$ cat src/rtl/sipo_pkg.sv
// Shared constants and types for the sipo_reg serial-to-parallel capture stage.
// The PAR state is only reachable when SIPO_REG_PARITY_EN is defined.
package sipo_pkg;

  localparam int SIPO_WIDTH_DEF = 8;

  typedef enum logic [1:0] {
    ST_IDLE  = 2'd0,
    ST_SHIFT = 2'd1,
    ST_PAR   = 2'd2
  } state_t;

  // Observation point for externally bound checkers (count zero-extended to 5 bits).
  typedef struct packed {
    state_t     state;
    logic [4:0] cnt;
  } sipo_dbg_t;

  function automatic int cnt_width(input int width);
    return (width <= 2) ? 1 : $clog2(width);
  endfunction

endpackage

$ cat src/rtl/sipo_bitcnt.sv
// Modulo-WIDTH bit counter: synchronous active-low reset, synchronous clear, enable.
// tc_o flags the last bit position (cnt == WIDTH-1); the next enabled edge wraps to 0.
module sipo_bitcnt import sipo_pkg::*; #(
  parameter int WIDTH = SIPO_WIDTH_DEF,
  parameter int CNT_W = cnt_width(WIDTH)
) (
  input  logic             clk,
  input  logic             nr,
  input  logic             clr,
  input  logic             en,
  output logic [CNT_W-1:0] cnt_o,
  output logic             tc_o
);

  logic [CNT_W-1:0] cnt_q, cnt_d;

  assign tc_o  = (cnt_q == CNT_W'(WIDTH - 1));
  assign cnt_o = cnt_q;

  always_comb begin
    cnt_d = cnt_q;
    if (clr) begin
      cnt_d = '0;
    end else if (en) begin
      cnt_d = tc_o ? '0 : cnt_q + CNT_W'(1);
    end
  end

  always_ff @(posedge clk) begin
    if (!nr) begin
      cnt_q <= '0;
    end else begin
      cnt_q <= cnt_d;
    end
  end

endmodule

$ cat src/rtl/sipo_reg.sv
// Serial-in/parallel-out word assembler with a one-cycle valid pulse per word.
// Define SIPO_REG_PARITY_EN to expect a trailing even-parity strobe after each word.
module sipo_reg import sipo_pkg::*; #(
  parameter int WIDTH     = SIPO_WIDTH_DEF,
  parameter bit MSB_FIRST = 1'b1
) (
  input  logic             clk,
  input  logic             nr,
  input  logic             clr,
  input  logic             en,
  input  logic             sin,
  output logic [WIDTH-1:0] pout,
  output logic             valid,
  output logic             busy,
  output logic             perr
);

  localparam int CNT_W = cnt_width(WIDTH);

  state_t           state_q, state_d;
  logic [WIDTH-1:0] shreg_q, shreg_d, shifted;
  logic [WIDTH-1:0] pout_q, pout_d;
  logic             valid_q, valid_d;
  logic             cnt_en, cnt_tc;
  logic [CNT_W-1:0] bit_cnt;
  sipo_dbg_t        unused_dbg;
`ifdef SIPO_REG_PARITY_EN
  logic             perr_q, perr_d;
`endif

  sipo_bitcnt #(.WIDTH(WIDTH), .CNT_W(CNT_W)) u_bitcnt (
    .clk  (clk),
    .nr   (nr),
    .clr  (clr),
    .en   (cnt_en),
    .cnt_o(bit_cnt),
    .tc_o (cnt_tc)
  );

  generate
    if (MSB_FIRST) begin : g_msb
      assign shifted = {shreg_q[WIDTH-2:0], sin};
    end else begin : g_lsb
      assign shifted = {sin, shreg_q[WIDTH-1:1]};
    end
  endgenerate

  // Priority: clr over en; nr is handled in the register process below.
  always_comb begin
    state_d = state_q;
    shreg_d = shreg_q;
    pout_d  = pout_q;
    valid_d = 1'b0;
    cnt_en  = 1'b0;
`ifdef SIPO_REG_PARITY_EN
    perr_d  = perr_q;
`endif
    if (clr) begin
      state_d = ST_IDLE;
      shreg_d = '0;
    end else if (en) begin
      case (state_q)
        ST_IDLE: begin
          shreg_d = shifted;
          cnt_en  = 1'b1;
          state_d = ST_SHIFT;
        end
        ST_SHIFT: begin
          shreg_d = shifted;
          cnt_en  = 1'b1;
          if (cnt_tc) begin
`ifdef SIPO_REG_PARITY_EN
            state_d = ST_PAR;
`else
            state_d = ST_IDLE;
            pout_d  = shifted;
            valid_d = 1'b1;
`endif
          end
        end
`ifdef SIPO_REG_PARITY_EN
        ST_PAR: begin
          // Even parity: data ones plus the parity bit must total an even count.
          state_d = ST_IDLE;
          pout_d  = shreg_q;
          valid_d = 1'b1;
          perr_d  = (^shreg_q) ^ sin;
        end
`endif
        default: state_d = ST_IDLE;
      endcase
    end
  end

  always_ff @(posedge clk) begin
    if (!nr) begin
      state_q <= ST_IDLE;
      shreg_q <= '0;
      pout_q  <= '0;
      valid_q <= 1'b0;
`ifdef SIPO_REG_PARITY_EN
      perr_q  <= 1'b0;
`endif
    end else begin
      state_q <= state_d;
      shreg_q <= shreg_d;
      pout_q  <= pout_d;
      valid_q <= valid_d;
`ifdef SIPO_REG_PARITY_EN
      perr_q  <= perr_d;
`endif
    end
  end

  assign unused_dbg = '{state: state_q, cnt: 5'(bit_cnt)};

  assign pout  = pout_q;
  assign valid = valid_q;
  assign busy  = (state_q != ST_IDLE);
`ifdef SIPO_REG_PARITY_EN
  assign perr  = perr_q;
`else
  assign perr  = 1'b0;
`endif

endmodule
$ cat config.mk
export PLATFORM = sky130hd
export DESIGN_NAME = sipo_reg
export DESIGN_NICKNAME = d
export VERILOG_FILES = /design/src/rtl/sipo_pkg.sv /design/src/rtl/sipo_bitcnt.sv /design/src/rtl/sipo_reg.sv
export SDC_FILE = /design/constraint.sdc
export NUM_CORES = 1
export LEC_CHECK = 0
export ABC_AREA = 1
export BUFFER_PORTS_ARGS = -buffer_cell sky130_fd_sc_hd__buf_2
export CAP_MARGIN = 30
export CORE_MARGIN = 1
export CORE_UTILIZATION = 50
export DETAILED_ROUTE_END_ITERATION = 6
export GPL_ROUTABILITY_DRIVEN = 0
export HOLD_SLACK_MARGIN = 0.12
export PLACE_DENSITY = 0.84
export SLEW_MARGIN = 0
export SYNTH_ARGS = -nofsm -noshare
export SYNTH_HDL_FRONTEND = slang
export SYNTH_SLANG_ARGS = --single-unit
$ cat constraint.sdc
create_clock -name clk -period 1.5 [get_ports clk]
set_clock_uncertainty 0.05 [all_clocks]
set_input_delay 0.225 -clock clk [delete_from_list [all_inputs] [get_ports clk]]
set_output_delay 0.225 -clock clk [all_outputs]
set_load 0.005 [all_outputs]
==> flow_summary.toml <==
[clock_network]
tritoncts = "done"
worstSkewPairLatency_ns = 0.29
cts_root_buf = "clkbuf_4"
clkSlewWorstSetupHoldPaths_ns = 0.11
clock-sinks = 20
htree_levels = 1
cts_hold_buf = 0
cts_setup_buffers = 0
cts_buffers = 3
clockBufferDepth = 2

[place]
hpwl_um = 1060
port_buffers = 14
dp.cells = 136

[detailed_routing]
dr_total_vias = 691
dr.first_iter.drc_count = 19
ant_nets = 0
wl_um = 1410
vias_per_cell = 4.94
firstDrtPassIters = 4
route.detailed.drc = 0
detail_route.wl_per_cell_um = 10.1

[critical_path]
critPathRequiredTime_ns = 1.69
worst_setup_path_start_kind = "flop"
worstPathArrival_ns = 1.57
r2r_slack_ns = 0.12
end_kind = "flop"
worstPathMaxFanout = 8
crit_type = "flop to flop"

[floorplan]
die_y_um = 42.9
core_area_mm2 = 0.00154
initial_core_util_pct = 54.4
ios = 16
die_area_mm2 = 0.00184
rows = 14
chipWidth_um = 42.9

[layout]
antenna_cells = 0
drive_above_1_share_pct = 21.8
instances_no_fill = 140
final_nets = 133
syn2layout_area_growth_pct = 13.9
final_util_pct = 61.9

[timing]
rsz0062_at_grt = "no"
setup_viol = 0
finalCriticalPeriod_ns = 1.38
slew_viol_final = 0
hold_viol = 0
fmax_ghz = 0.723
timing.final.crit_share_pct = 92.2
setup_tns_ns = 0

[grt]
antenna_found_initial = 0
grt_pass1_vias = 561
grt_max_degree = 16
grt_util_all_layers_pct = 16.8
overflow = 0
grt_pass1_wl_um = 2350

[synth]
ys_seq_elements = 20
synth_flop_cell = "dfxtp_1"
syn_inst = 109
syn-num-nets = 117
yosys_warnings = 0
yosysMostFrequentCell = "nor2_1"
synth.top_cell.area_share_pct = 47.8
synthTopCellsByCount = "nor2_1 (25), dfxtp_1 (20), inv_1 (11), nand2_1 (11), o21ai_0 (10)"
synth_mux_area_share_pct = 0
ys_seq_area_share_pct = 47.8
synth_area_leader_cell = "dfxtp_1"
synth_xor_area_share_pct = 0
synth_area_leaders = "dfxtp_1 (48%), nor2_1 (11%), o21ai_0 (6.0%), inv_1 (4.9%), nand2_1 (4.9%)"
synth.distinct_cells = 16
synth-compound-area-share_pct = 10.1
synth_fa_ha_area_share_pct = 4.48
synth-simple-area-share_pct = 26.9
syn_area_um2 = 838
synth_edf_count = 0
synth_area_per_cell_um2 = 7.69
synth_top_family_by_area = "simple AND/OR/NAND/NOR gates"
async_flop_share_pct = 0

[pwr]
pwr_density_cell_mw_per_mm2 = 1100
switchingPower_w = 0.000212
p_leak_nw = 0.442
internal_power_w = 0.000834
p_comb_share_pct = 6.3
seq_power_share_pct = 52.4
p_sw_share_pct = 20.3
ir_drop_mv = 0.549
pwr-share-clk_pct = 41.3

[min_path]
hold_class = "input port to flop"

[job]
max_cap_violations = 0

[status]
outcome = "completed"
[critical path: stages, from the launching register on]
cell	delay [ns]
dfxtp_1	0.38
ha_1	0.19
ha_1	0.19
nand2_1	0.12
nor2_4	0.22
nor2_1	0.06
nor2_1	0.12
[cell type report]
class,instances,area (µm²)
multi-input combinational,71,352
inverter,14,52.6
tap,16,20.0
sequential,20,400
fill,136,587
clock inverter,1,30.0
timing repair buffer,15,77.6
clock buffer,3,22.5
[cell usage in the layout (no fill, tap or decap)]
master / Yosys / routed
nand3_1: 8 / 8
bufinv_16: 0 / 1
nor2_1: 25 / 25
clkbuf_4: 0 / 3
inv_1: 11 / 10
conb_1: 1 / 1
buf_4: 3 / 1
inv_2: 3 / 4
o21ai_0: 10 / 10
dfxtp_1: 20 / 20
nand2_1: 11 / 11
nor3_1: 2 / 2
a21oi_1: 7 / 7
nand2_2: 1 / 1
nor2_4: 2 / 2
nand2_4: 1 / 1
buf_2: 0 / 14
ha_1: 3 / 3
[power groups by stage]
stage / clock network (W) / registers [W] / logic [W]
floorplan: 0 / 0.000559 / 0.0000543
global placement: 0 / 0.000560 / 0.0000633
detailed placement: 0 / 0.000560 / 0.0000659
CTS: 0.000442 / 0.000548 / 0.0000661
global route: 0.000469 / 0.000550 / 0.0000747
finish: 0.000432 / 0.000548 / 0.0000657
[routing by layer]
layer,GRT usage (%),wire [µm],vias up
li1,-,-,370
met1,22.1,690,300
met2,26.1,646,17
met3,2.98,51,4
met4,9.09,25,0
met5,0,0,-
[flip-flops by register name, indices dropped and copies added, names as in the netlist]
register,flops
state_q,1
pout,8
valid,1
u_bitcnt.cnt_o,3
shreg_q,7
[metrics by stage]
| step | hold slack, ns | area, µm² | setup slack [ns] | power (W) |
|---|---|---|---|---|
| after floorplan | 0.327 | 838 | 0.243 | 0.000613 |
| after global placement | 0.402 | 902 | 0.155 | 0.000623 |
| after detailed placement | 0.408 | 902 | 0.0983 | 0.000626 |
| after CTS | 0.133 | 955 | 0.0761 | 0.00106 |
| after global routing | 0.139 | 955 | 0.00740 | 0.00109 |
| final | 0.142 | 955 | 0.117 | 0.00105 |
[logic make-up after synthesis]
logic type | after synthesis
AND/OR/NAND/NOR | 50
AO/OA/AOI/OAI | 17
flip-flops | 20
buffers and inverters | 18
other | 1
adder cells (fa/ha/maj) | 3
[worst paths after layout]
| check | start | end | cells after the start |
|---|---|---|---|
| setup / recovery | u_bitcnt.cnt_o[0] | pout[1] | 6 |
| hold / removal | sin | shreg_q[0] | 3 |
| setup reg to reg | u_bitcnt.cnt_o[0] | pout[1] | 6 |
| hold reg to reg | shreg_q[3] | shreg_q[4] | 2 |
[timing repair]
action                                 in CTS  in global routing
gates resized for setup                     0                  1
endpoints found under the hold margin       0                  0
setup endpoints to repair                   0                  7
Note: power is estimated with default switching activity, not from simulation.
